[src/rtl/riscv_ctrl_pkg.sv]
// Shared definitions for the multicycle RISC-V control unit.
// Holds the state encoding, the opcode constants, the branch-type codes,
// the datapath select codes and small decode helpers used by the FSM and
// by its output decoder.
package riscv_ctrl_pkg;

  typedef enum logic [3:0] {
    S_FETCH     = 4'd0,
    S_DECODE    = 4'd1,
    S_MEM_ADDR  = 4'd2,
    S_MEM_READ  = 4'd3,
    S_MEM_WB    = 4'd4,
    S_MEM_WRITE = 4'd5,
    S_EXEC_R    = 4'd6,
    S_EXEC_I    = 4'd7,
    S_ALU_WB    = 4'd8,
    S_BRANCH    = 4'd9,
    S_JAL       = 4'd10,
    S_LUI       = 4'd11,
    S_FAULT     = 4'd12
  } state_t;

  localparam logic [6:0] OP_LOAD   = 7'b0000011;
  localparam logic [6:0] OP_STORE  = 7'b0100011;
  localparam logic [6:0] OP_RTYPE  = 7'b0110011;
  localparam logic [6:0] OP_ITYPE  = 7'b0010011;
  localparam logic [6:0] OP_BRANCH = 7'b1100011;
  localparam logic [6:0] OP_JAL    = 7'b1101111;
  localparam logic [6:0] OP_LUI    = 7'b0110111;

  localparam logic [1:0] BR_EQ = 2'd0;
  localparam logic [1:0] BR_NE = 2'd1;
  localparam logic [1:0] BR_GE = 2'd2;
  localparam logic [1:0] BR_LT = 2'd3;

  localparam logic [1:0] SRCA_PC    = 2'd0;
  localparam logic [1:0] SRCA_REG   = 2'd1;
  localparam logic [1:0] SRCA_OLDPC = 2'd2;

  localparam logic [1:0] SRCB_REG  = 2'd0;
  localparam logic [1:0] SRCB_FOUR = 2'd1;
  localparam logic [1:0] SRCB_IMM  = 2'd2;

  localparam logic [1:0] ALUOP_ADD   = 2'b00;
  localparam logic [1:0] ALUOP_CMP   = 2'b01;
  localparam logic [1:0] ALUOP_RTYPE = 2'b10;
  localparam logic [1:0] ALUOP_ITYPE = 2'b11;

  localparam logic [1:0] MTR_ALU = 2'd0;
  localparam logic [1:0] MTR_MDR = 2'd1;
  localparam logic [1:0] MTR_PC  = 2'd2;
  localparam logic [1:0] MTR_IMM = 2'd3;

  // Only BEQ, BNE, BLT and BGE are supported; BLTU/BGEU and the reserved
  // encodings are treated as illegal.
  function automatic logic isBranchF3(input logic [2:0] f3);
    case (f3)
      3'b000, 3'b001, 3'b100, 3'b101: return 1'b1;
      default:                        return 1'b0;
    endcase
  endfunction

  function automatic logic isLegalInstr(input logic [6:0] op, input logic [2:0] f3);
    case (op)
      OP_LOAD, OP_STORE, OP_RTYPE, OP_ITYPE, OP_JAL, OP_LUI: return 1'b1;
      OP_BRANCH:                                             return isBranchF3(f3);
      default:                                               return 1'b0;
    endcase
  endfunction

  function automatic logic [1:0] branchType(input logic [2:0] f3);
    case (f3)
      3'b001:  return BR_NE;
      3'b101:  return BR_GE;
      3'b100:  return BR_LT;
      default: return BR_EQ;
    endcase
  endfunction

endpackage

[src/rtl/multicycle_control_fsm_decoder.sv]
// ctrl_output_decoder: purely combinational map from the current FSM state
// (plus MemReady, Opcode, Funct3 for the Mealy terms) to every datapath
// enable and mux select of the multicycle core.
// Inputs : state, MemReady, Opcode, Funct3
// Outputs: PC/memory/register enables, ALU and write-back selects,
//          BranchType, IllegalInstr pulse, MemFault.
module ctrl_output_decoder
  import riscv_ctrl_pkg::*;
(
  input  state_t     state,
  input  logic       MemReady,
  input  logic [6:0] Opcode,
  input  logic [2:0] Funct3,
  output logic       PcWrite,
  output logic       PcWriteCond,
  output logic [1:0] BranchType,
  output logic       PcSource,
  output logic       IorD,
  output logic       MemRead,
  output logic       MemWrite,
  output logic       IrWrite,
  output logic       OldPcWrite,
  output logic       MdrWrite,
  output logic       RegWrite,
  output logic [1:0] ALUSrcA,
  output logic [1:0] ALUSrcB,
  output logic [1:0] ALUOp,
  output logic [1:0] MemToReg,
  output logic       IllegalInstr,
  output logic       MemFault
);

  always_comb begin
    PcWrite      = 1'b0;
    PcWriteCond  = 1'b0;
    BranchType   = BR_EQ;
    PcSource     = 1'b0;
    IorD         = 1'b0;
    MemRead      = 1'b0;
    MemWrite     = 1'b0;
    IrWrite      = 1'b0;
    OldPcWrite   = 1'b0;
    MdrWrite     = 1'b0;
    RegWrite     = 1'b0;
    ALUSrcA      = SRCA_PC;
    ALUSrcB      = SRCB_REG;
    ALUOp        = ALUOP_ADD;
    MemToReg     = MTR_ALU;
    IllegalInstr = 1'b0;
    MemFault     = 1'b0;
    case (state)
      S_FETCH: begin
        MemRead = 1'b1;
        IorD    = 1'b0;
        // Instruction lands this cycle: latch IR/OldPC and bump PC by 4.
        if (MemReady) begin
          IrWrite    = 1'b1;
          OldPcWrite = 1'b1;
          PcWrite    = 1'b1;
          ALUSrcA    = SRCA_PC;
          ALUSrcB    = SRCB_FOUR;
          ALUOp      = ALUOP_ADD;
          PcSource   = 1'b0;
        end
      end
      S_DECODE: begin
        // Precompute OldPC + imm as the branch/jump target.
        ALUSrcA      = SRCA_OLDPC;
        ALUSrcB      = SRCB_IMM;
        ALUOp        = ALUOP_ADD;
        IllegalInstr = !isLegalInstr(Opcode, Funct3);
      end
      S_MEM_ADDR: begin
        ALUSrcA = SRCA_REG;
        ALUSrcB = SRCB_IMM;
        ALUOp   = ALUOP_ADD;
      end
      S_MEM_READ: begin
        MemRead  = 1'b1;
        IorD     = 1'b1;
        MdrWrite = MemReady;
      end
      S_MEM_WB: begin
        RegWrite = 1'b1;
        MemToReg = MTR_MDR;
      end
      S_MEM_WRITE: begin
        MemWrite = 1'b1;
        IorD     = 1'b1;
      end
      S_EXEC_R: begin
        ALUSrcA = SRCA_REG;
        ALUSrcB = SRCB_REG;
        ALUOp   = ALUOP_RTYPE;
      end
      S_EXEC_I: begin
        ALUSrcA = SRCA_REG;
        ALUSrcB = SRCB_IMM;
        ALUOp   = ALUOP_ITYPE;
      end
      S_ALU_WB: begin
        RegWrite = 1'b1;
        MemToReg = MTR_ALU;
      end
      S_BRANCH: begin
        ALUSrcA     = SRCA_REG;
        ALUSrcB     = SRCB_REG;
        ALUOp       = ALUOP_CMP;
        PcWriteCond = 1'b1;
        PcSource    = 1'b1;
        BranchType  = branchType(Funct3);
      end
      S_JAL: begin
        RegWrite = 1'b1;
        MemToReg = MTR_PC;
        PcWrite  = 1'b1;
        PcSource = 1'b1;
      end
      S_LUI: begin
        RegWrite = 1'b1;
        MemToReg = MTR_IMM;
      end
      S_FAULT: MemFault = 1'b1;
      default: ;
    endcase
  end

endmodule

[src/rtl/multicycle_control_fsm.sv]
// multicycle_control_fsm: main control FSM of the multicycle RISC-V core.
// Sequences fetch/decode/execute/memory/write-back, waits on the MemReady
// handshake, and enters a sticky FAULT state when a memory access waits
// MEM_TIMEOUT consecutive cycles.
// Inputs : clk, rst_n (async, active-low), Opcode, Funct3, MemReady
// Outputs: all datapath enables/selects (from ctrl_output_decoder),
//          IllegalInstr, MemFault, State (debug).
module multicycle_control_fsm
  import riscv_ctrl_pkg::*;
#(
  parameter int MEM_TIMEOUT = 16
) (
  input  logic       clk,
  input  logic       rst_n,
  input  logic [6:0] Opcode,
  input  logic [2:0] Funct3,
  input  logic       MemReady,
  output logic       PcWrite,
  output logic       PcWriteCond,
  output logic [1:0] BranchType,
  output logic       PcSource,
  output logic       IorD,
  output logic       MemRead,
  output logic       MemWrite,
  output logic       IrWrite,
  output logic       OldPcWrite,
  output logic       MdrWrite,
  output logic       RegWrite,
  output logic [1:0] ALUSrcA,
  output logic [1:0] ALUSrcB,
  output logic [1:0] ALUOp,
  output logic [1:0] MemToReg,
  output logic       IllegalInstr,
  output logic       MemFault,
  output logic [3:0] State
);

  localparam int CNT_W = $clog2(MEM_TIMEOUT + 1);

  state_t           state;
  state_t           stateNext;
  logic [CNT_W-1:0] waitCnt;
  logic             memWait;
  logic             timeoutHit;

  logic       decPcWrite, decPcWriteCond, decPcSource, decIorD, decMemRead;
  logic       decMemWrite, decIrWrite, decOldPcWrite, decMdrWrite, decRegWrite;
  logic       decIllegalInstr, decMemFault;
  logic [1:0] decBranchType, decALUSrcA, decALUSrcB, decALUOp, decMemToReg;

  assign memWait = ((state == S_FETCH) || (state == S_MEM_READ) || (state == S_MEM_WRITE))
                   && !MemReady;
  // Fault when this wait cycle would bring the count up to MEM_TIMEOUT; a
  // MemReady on that same cycle is a normal completion.
  assign timeoutHit = memWait && (waitCnt >= CNT_W'(MEM_TIMEOUT - 1));

  always_comb begin
    stateNext = state;
    case (state)
      S_FETCH:     if (MemReady) stateNext = S_DECODE;
      S_DECODE: begin
        case (Opcode)
          OP_LOAD, OP_STORE: stateNext = S_MEM_ADDR;
          OP_RTYPE:          stateNext = S_EXEC_R;
          OP_ITYPE:          stateNext = S_EXEC_I;
          OP_BRANCH:         stateNext = isBranchF3(Funct3) ? S_BRANCH : S_FETCH;
          OP_JAL:            stateNext = S_JAL;
          OP_LUI:            stateNext = S_LUI;
          default:           stateNext = S_FETCH;
        endcase
      end
      S_MEM_ADDR:  stateNext = (Opcode == OP_STORE) ? S_MEM_WRITE : S_MEM_READ;
      S_MEM_READ:  if (MemReady) stateNext = S_MEM_WB;
      S_MEM_WRITE: if (MemReady) stateNext = S_FETCH;
      S_EXEC_R, S_EXEC_I: stateNext = S_ALU_WB;
      S_MEM_WB, S_ALU_WB, S_BRANCH, S_JAL, S_LUI: stateNext = S_FETCH;
      S_FAULT:     stateNext = S_FAULT;
      default:     stateNext = S_FETCH;
    endcase
    if (timeoutHit) stateNext = S_FAULT;
  end

  always_ff @(posedge clk or negedge rst_n) begin
    if (!rst_n) begin
      state   <= S_FETCH;
      waitCnt <= '0;
    end else begin
      state <= stateNext;
      if (memWait) begin
        if (waitCnt != CNT_W'(MEM_TIMEOUT)) waitCnt <= waitCnt + CNT_W'(1);
      end else begin
        waitCnt <= '0;
      end
    end
  end

  ctrl_output_decoder uDecoder (
    .state        (state),
    .MemReady     (MemReady),
    .Opcode       (Opcode),
    .Funct3       (Funct3),
    .PcWrite      (decPcWrite),
    .PcWriteCond  (decPcWriteCond),
    .BranchType   (decBranchType),
    .PcSource     (decPcSource),
    .IorD         (decIorD),
    .MemRead      (decMemRead),
    .MemWrite     (decMemWrite),
    .IrWrite      (decIrWrite),
    .OldPcWrite   (decOldPcWrite),
    .MdrWrite     (decMdrWrite),
    .RegWrite     (decRegWrite),
    .ALUSrcA      (decALUSrcA),
    .ALUSrcB      (decALUSrcB),
    .ALUOp        (decALUOp),
    .MemToReg     (decMemToReg),
    .IllegalInstr (decIllegalInstr),
    .MemFault     (decMemFault)
  );

  // The decoder is Mealy in FETCH, so outputs are gated by rst_n directly to
  // keep every strobe low for the whole time reset is held.
  assign PcWrite      = rst_n & decPcWrite;
  assign PcWriteCond  = rst_n & decPcWriteCond;
  assign BranchType   = {2{rst_n}} & decBranchType;
  assign PcSource     = rst_n & decPcSource;
  assign IorD         = rst_n & decIorD;
  assign MemRead      = rst_n & decMemRead;
  assign MemWrite     = rst_n & decMemWrite;
  assign IrWrite      = rst_n & decIrWrite;
  assign OldPcWrite   = rst_n & decOldPcWrite;
  assign MdrWrite     = rst_n & decMdrWrite;
  assign RegWrite     = rst_n & decRegWrite;
  assign ALUSrcA      = {2{rst_n}} & decALUSrcA;
  assign ALUSrcB      = {2{rst_n}} & decALUSrcB;
  assign ALUOp        = {2{rst_n}} & decALUOp;
  assign MemToReg     = {2{rst_n}} & decMemToReg;
  assign IllegalInstr = rst_n & decIllegalInstr;
  assign MemFault     = rst_n & decMemFault;
  assign State        = {4{rst_n}} & state;

endmodule

[config.mk]
export PLATFORM = sky130hd
export DESIGN_NAME = multicycle_control_fsm
export DESIGN_NICKNAME = d
export VERILOG_FILES = /design/src/rtl/riscv_ctrl_pkg.sv /design/src/rtl/multicycle_control_fsm_decoder.sv /design/src/rtl/multicycle_control_fsm.sv
export SDC_FILE = /design/constraint.sdc
export NUM_CORES = 1
export LEC_CHECK = 0
export CAP_MARGIN = 0
export CELL_PAD_IN_SITES_DETAIL_PLACEMENT = 1
export CELL_PAD_IN_SITES_GLOBAL_PLACEMENT = 2
export CORE_ASPECT_RATIO = 1.2
export CORE_MARGIN = 8
export CORE_UTILIZATION = 25
export DETAILED_ROUTE_END_ITERATION = 7
export PLACE_DENSITY = 0.86
export SETUP_SLACK_MARGIN = 0.02
export SLEW_MARGIN = 20
export SYNTH_ARGS = -nofsm -noshare
export SYNTH_HDL_FRONTEND = slang
export SYNTH_SLANG_ARGS = --single-unit
[constraint.sdc]
create_clock -name clk -period 1.7 [get_ports clk]
set_input_delay 0.17 -clock clk [delete_from_list [all_inputs] [get_ports clk]]
set_output_delay 0.17 -clock clk [all_outputs]
set_load 0.05 [all_outputs]
==> qor.yml, run 1 <==
drt_pre_antenna_iters: 4
rsz0062_at_grt: "true"
die_h_microns: 90.3
yosys-top-cells-area: "dfrtp_1 (20%), nor2_1 (4.6%), nor3_1 (4.4%), nand2_1 (3.9%), nand2b_1 (3.8%)"
clockBufferDepth: 2
gr-total-overflow: 0
start_util_pct: 25.6
synthTopCellsByCount: "nor2_1 (14), nand2_1 (12), inv_1 (10), nor3_1 (10), dfrtp_1 (9)"
row_count: 27
status: "complete, but fails checks"
diodes: 0
placed_area_sq_um: 2090
clk_latency_ns: 0.24
cp.required_ns: 1.53
fin_skew_ns: 0.00343
cap_violations: 0
ir_drop_mv: 0.807
fin_area_sq_um: 2670
drc_errors: 0
setup_viol: 19
max_freq_ghz: 0.522
worst_slack_ns: -0.215
synthArstFlopShare_pct: 100
ys_warn_count: 0
vias_per_cell: 5.18
dp_slack_ns: -0.0909
stdcell_count: 297
pin_count: 39
netlist_area_sq_um: 1150
finalHoldViolCount: 0
cts_buffers: 3
start_kind: "flop"
p_per_area_nw_per_um2: 1450
grt_pass1_vias: 1678
core_sq_um: 4490
dieArea_sq_um: 7030
cts_tree: "done"
drtIter0Drc: 21
vias: 1539
startpoint: "state[2]"
cp_max_fo: 8
r2r_cells: 9
grt_pass1_wl_microns: 8690
synth_nets: 166
critPathKind: "flop to output pin"
gp_congestion: 0.744
worst_ep_arrival_time_ns: 1.75
portBuffers: 38
regToRegSetupSlack_ns: 0.03
grt_usage_pct: 15.4
synth_top_area_share_pct: 19.6
die_x_microns: 77.9
dpl.cell_count: 259
worstSetupEndpoint: "ALUOp[0]"
cts_sinks: 9
cellLeakagePower_nw: 1.11
drive_above_1_share_pct: 60.3
grt_max_degree: 11
synth_cell_types: 51
wirelength_microns: 6440
period_share_pct: 113
maxSlewHeadroom_pct: 75.3
avgSynthCellArea_sq_um: 7.66
syn_inst: 150
final.fill_count: 469
area_growth_pct: 133
period_needed_ns: 1.92
report.final.slew_viol_count: 0
reg2reg_from: "state[1]"
ys_ff_latch: 9
fin_nets: 256
regToRegEndpoint: "state[2]"
ys.flop_type: "dfrtp_1"
root_buffer: "clkbuf_8"
yosysSeqAreaShare_pct: 19.6
clkTransAtPathRegs_ns: 0.05
grt_antenna_before_repair: 0
post-dp-hpwl_microns: 3610
synth.most_common_cell: "nor2_1"
holdCritPathClass: "primary input to asynchronous set/reset pin"
yosysTopAreaCell: "dfrtp_1"
violations: "setup timing"
drtAntennaViolNets: 0
wl_per_cell_microns: 21.7
tightest_slew_ns: 0.369
h-tree-depth: 1
synth_edf_count: 0
critPathCaptureType: "output pin"
==> how the worst min path moves through the flow <==
| stage | end | cells after the start | slack, ns | startpoint |
|---|---|---|---|---|
| finish | state[3] | 3 | 0.50 | rst_n |
| global route | waitCnt[4] | 3 | 0.54 | rst_n |
| CTS | state[2] | 3 | 0.46 | rst_n |
| detailed placement | waitCnt[1] | 2 | 0.63 | waitCnt[1] |
| global placement | waitCnt[1] | 2 | 0.58 | waitCnt[1] |
| floorplan | state[0] | 0 | -0.13 | rst_n |
==> flip-flops by register name (all words and copies together), names as in the netlist <==
register,flops
waitCnt,5
state,4
==> logic make-up after synthesis <==
logic type	share of synthesized area [%]
AND/OR/NAND/NOR	38.9
AO/OA/AOI/OAI	22.1
buffers and inverters	8.93
flip-flops	19.6
XOR/XNOR	4.58
multiplexers	2.61
adder cells (fa/ha/maj)	3.27
==> cell type report <==
type / instances / area, sq um / area share, %
Clock buffer: 4 / 45.0 / 1.69
Inverter: 10 / 41.3 / 1.54
Multi-Input combinational cell: 121 / 1110 / 41.6
Sequential cell: 9 / 230 / 8.61
Tap cell: 58 / 72.6 / 2.72
Timing Repair Buffer: 95 / 1170 / 43.8
==> metrics by stage <==
stage	TNS [ns]	hold WS, ns	util, %	total power [mW]
final	-1.62	0.501	59.5	3.87
after global routing	-2.59	0.540	59.5	4.02
after CTS	-0.842	0.459	53.1	3.31
after detailed placement	-0.224	0.627	46.5	2.59
after global placement	0	0.581	46.5	2.51
after floorplan	-0.562	-0.126	-	1.67
==> critical path: stages, from the launching register on <==
cell and delay (ns):
dfrtp_2 0.49, buf_6 0.16, or2b_1 0.26, nor2_2 0.15, a21oi_2 0.06, nor2_2 0.21, buf_12 0.17
==> power by group <==
part           switching (mW)  leakage [nW]  internal (mW)
registers              0.0993         0.116          0.275
clock network          0.0952        0.0228          0.164
logic                    1.62         0.974           1.61
==> per-layer routing <==
layer / track usage, % / part of all wire (%) / up-vias
met3: 2.89 / 3.3 / 17
met5: 0 / 0 / -
met4: 4.42 / 3.1 / 0
met1: 15.8 / 39 / 771
li1: - / - / 706
met2: 29.8 / 55 / 45
==> cells in the final DEF (no fill, tap or decap), types with 3 or more instances in the layout <==
master           synthesis  final
nor2_2                   0      4
dfrtp_2                  0      4
buf_4                    2     45
dfrtp_1                  9      5
xnor2_1                  5      3
and3_4                   0      3
buf_6                    2      6
nand2b_1                 7      5
nor2b_4                  0      4
a21oi_1                  6      4
nor2_1                  14      5
and2_1                   5      4
buf_12                   0     29
clkbuf_8                 0      3
inv_1                   10      9
nor3_2                   1      5
nor2_4                   0      5
nand3_1                  5      3
mux2i_1                  3      3
nand2_1                 12     10
clkdlybuf4s50_1          0     11
nor3_4                   0      4
==> repair_timing <==
action,4_1_cts,5_1_grt
gates resized for setup,29,35
hold buffers,0,0
buffers inserted,16,18
pin swaps,8,19
setup endpoints to repair,21,25
Power figures use the tool's default switching activity.
==> inputs of run 2 (changes only) <==
- CTS_CLUSTER_DIAMETER: not set -> 200
==> results of run 2 <==
Same layout as run 1: the final DEF is identical, and so are final timing and power.
==> inputs of run 3 (changes only) <==
- CORE_MARGIN: 8 -> 10
- REMOVE_ABC_BUFFERS: not set -> 1
==> run 3 against run 2 <==
Effect of this change:
- the flow still finishes with violations (setup timing)
- fmax increased by 6.6%
- global-route usage fell by 3.7 points
- critical endpoint unchanged
- critical path type unchanged
- first-iteration DRC count rose by 120%
- sequential power is 8.3% lower
==> qor.yml, run 3 (synthesis results as in run 1) <==
fin_area_sq_um: 2440  # was 2670 sq um
violations: "setup timing"  # unchanged
vias_per_cell: 5.16  # was 5.18
power.share.sequential_pct: 10.1  # was 9.7%
sw_frac_of_total_pct: 47.2  # was 46.9%
cts_sinks: 9  # unchanged
r2r_cells: 6  # was 9
postCtsHoldBufs: 0  # unchanged
regToRegSetupSlack_ns: 0.03  # about the same
fin_nets: 241  # was 256
p_sw_mw: 1.60  # was 1.81 mW
row_count: 26  # was 27
setup_viol: 5  # was 19
pin_count: 39  # unchanged
p_int_mw: 1.79  # was 2.05 mW
h-tree-depth: 1  # unchanged
area_growth_pct: 113  # was 133%
gr-total-overflow: 0  # unchanged
worst_ep_arrival_time_ns: 1.63  # was 1.75 ns
die_x_microns: 81.9  # was 77.9 microns
ir_drop_mv: 0.727  # was 0.807 mV
grt_usage_pct: 11.6  # was 15.4%
drtIter0Drc: 46  # was 21
max_stage_delay_ns: 0.43  # was 0.49 ns
status: "complete, but fails checks"  # unchanged
clkTransAtPathRegs_ns: 0.05  # about the same
drive_above_1_share_pct: 53.6  # was 60.3%
rsz0062_at_grt: "true"  # unchanged
max_freq_ghz: 0.556  # was 0.522 GHz
cts_buffers: 3  # unchanged
final.fill_count: 497  # was 469
tightest_slew_ns: 0.389  # was 0.369 ns
cts_tree: "done"  # unchanged
placed_area_sq_um: 1980  # was 2090 sq um
crit_cells: 6  # unchanged
grt_max_degree: 15  # was 11
cp.required_ns: 1.53  # about the same
dieArea_sq_um: 7720  # was 7030 sq um
regToRegEndpoint: "state[2]"  # unchanged
drc_errors: 0  # unchanged
cellLeakagePower_nw: 1.03  # was 1.11 nW
fin_skew_ns: 0.00716  # was 0.00343 ns
core_sq_um: 4360  # was 4490 sq um
pwr-share-comb_pct: 82.4  # was 83.6%
grt_pass1_wl_microns: 7380  # was 8690 microns
vias: 1444  # was 1539
grt_pass1_vias: 1524  # was 1678
period_needed_ns: 1.80  # was 1.92 ns
wl_per_cell_microns: 18.6  # was 21.7 microns
cp_slowest_cell: "dfrtp_1"  # was dfrtp_2
drtAntennaViolNets: 0  # unchanged
cp_top_family: "simple AND/OR/NAND/NOR gates"  # unchanged
critPathCaptureType: "output pin"  # unchanged
cap_violations: 0  # unchanged
clk_latency_ns: 0.24  # about the same
reg.largest.list: "waitCnt (5), state (4)"  # unchanged
portBuffers: 38  # unchanged
final_common_cell: "buf_4"  # unchanged
clockBufferDepth: 2  # unchanged
maxSlewHeadroom_pct: 74.0  # was 75.3%
critPathKind: "flop to output pin"  # unchanged
holdCritPathClass: "primary input to asynchronous set/reset pin"  # unchanged
start_util_pct: 26.3  # was 25.6%
cp_max_fo: 5  # was 8
start_kind: "flop"  # unchanged
wirelength_microns: 5200  # was 6440 microns
path_cells: "buf_6, or2b_1, nor2_2, a21oi_2, nor2_2, buf_12"  # unchanged
root_buffer: "clkbuf_8"  # unchanged
drt_pre_antenna_iters: 4  # unchanged
dpl.cell_count: 257  # was 259
startpoint: "state[3]"  # was state[2]
report.final.slew_viol_count: 0  # unchanged
largest_reg_flops: 5  # unchanged
worst_slack_ns: -0.0970  # was -0.215 ns
largest_register: "waitCnt"  # unchanged
critPathBufInv: 2  # unchanged
period_share_pct: 106  # was 113%
finalHoldViolCount: 0  # unchanged
gp_congestion: 0.803  # was 0.744
path_common_cell: "nor2_2"  # unchanged
grt_antenna_before_repair: 0  # unchanged
diodes: 0  # unchanged
power_frac_clock_pct: 7.5  # was 6.7%
worstSetupEndpoint: "ALUOp[0]"  # unchanged
stdcell_count: 280  # was 297
post-dp-hpwl_microns: 3540  # was 3610 microns
p_per_area_nw_per_um2: 1390  # was 1450 nW/um^2
final_cell_mix: "buf_4 (36), buf_12 (27), nand2_1 (11)"  # was buf_4 (45), buf_12 (29), clkdlybuf4s50_1 (11)
reg2reg_from: "state[2]"  # was state[1]
die_h_microns: 94.3  # was 90.3 microns
-- run 3: worst min-delay path by stage --
stage                             to  startpoint  cells after the start  slack [ns]
after global routing        state[0]       rst_n                      3        0.42
final                       state[0]       rst_n                      3        0.41
after floorplan             state[0]       rst_n                      0       -0.13
after CTS                 waitCnt[3]       rst_n                      3        0.40
after detailed placement    state[1]  waitCnt[4]                      3        0.62
after global placement    waitCnt[1]  waitCnt[1]                      2        0.59
-- run 3: per-layer routing --
| layer | global-route usage [%] | vias to the layer above | part of all wire (%) |
|---|---|---|---|
| li1 | - | 679 | - |
| met1 | 11.4 | 710 | 35 |
| met4 | 2.41 | 0 | 3.1 |
| met2 | 23.1 | 38 | 58 |
| met5 | 0 | - | 0 |
| met3 | 3.07 | 17 | 4.4 |
-- run 3: through the flow --
step / hold WS, ns / utilization, % / worst slack (ns) / power (mW) / TNS, ns
5_1_grt: 0.423 / 56.0 / -0.195 / 3.61 / -1.52
3_5_place_dp: 0.618 / 45.4 / -0.0531 / 2.44 / -0.0843
6_report: 0.413 / 56.0 / -0.0970 / 3.39 / -0.224
2_1_floorplan: -0.126 / - / -1.33 / 1.47 / -7.42
3_3_place_gp: 0.591 / 45.4 / 0.0224 / 2.36 / 0
4_1_cts: 0.400 / 49.5 / -0.0433 / 2.85 / -0.163
-- run 3: worst reg2reg max path, stage by stage, from the launching register on --
cell and delay [ns]:
dfrtp_2 0.45, buf_6 0.15, buf_4 0.13, or2_4 0.25, a2111oi_4 0.32, a211oi_1 0.09, o21bai_1 0.19
-- run 3: final cells by class --
class,instances,area [sq um],share of cell area (%)
timing repair buffer,80,1010,41.2
sequential,9,228,9.32
tap,56,70.1,2.87
clock buffer,4,45.0,1.84
multi-input combinational,121,1050,43.1
inverter,10,40.0,1.64
-- run 3: power by group through the flow --
stage | sequential, mW | combinational, mW | clock [mW]
3_3_place_gp | 0.353 | 2.01 | 0
5_1_grt | 0.356 | 2.97 | 0.282
3_5_place_dp | 0.359 | 2.08 | 0
6_report | 0.343 | 2.79 | 0.256
4_1_cts | 0.354 | 2.24 | 0.257
2_1_floorplan | 0.407 | 1.07 | 0
-- run 3: what timing repair did --
action                     CTS  global route
setup endpoints to repair   20            18
pin swaps                    9            11
setup buffers                9            10
gates resized for setup     22            43
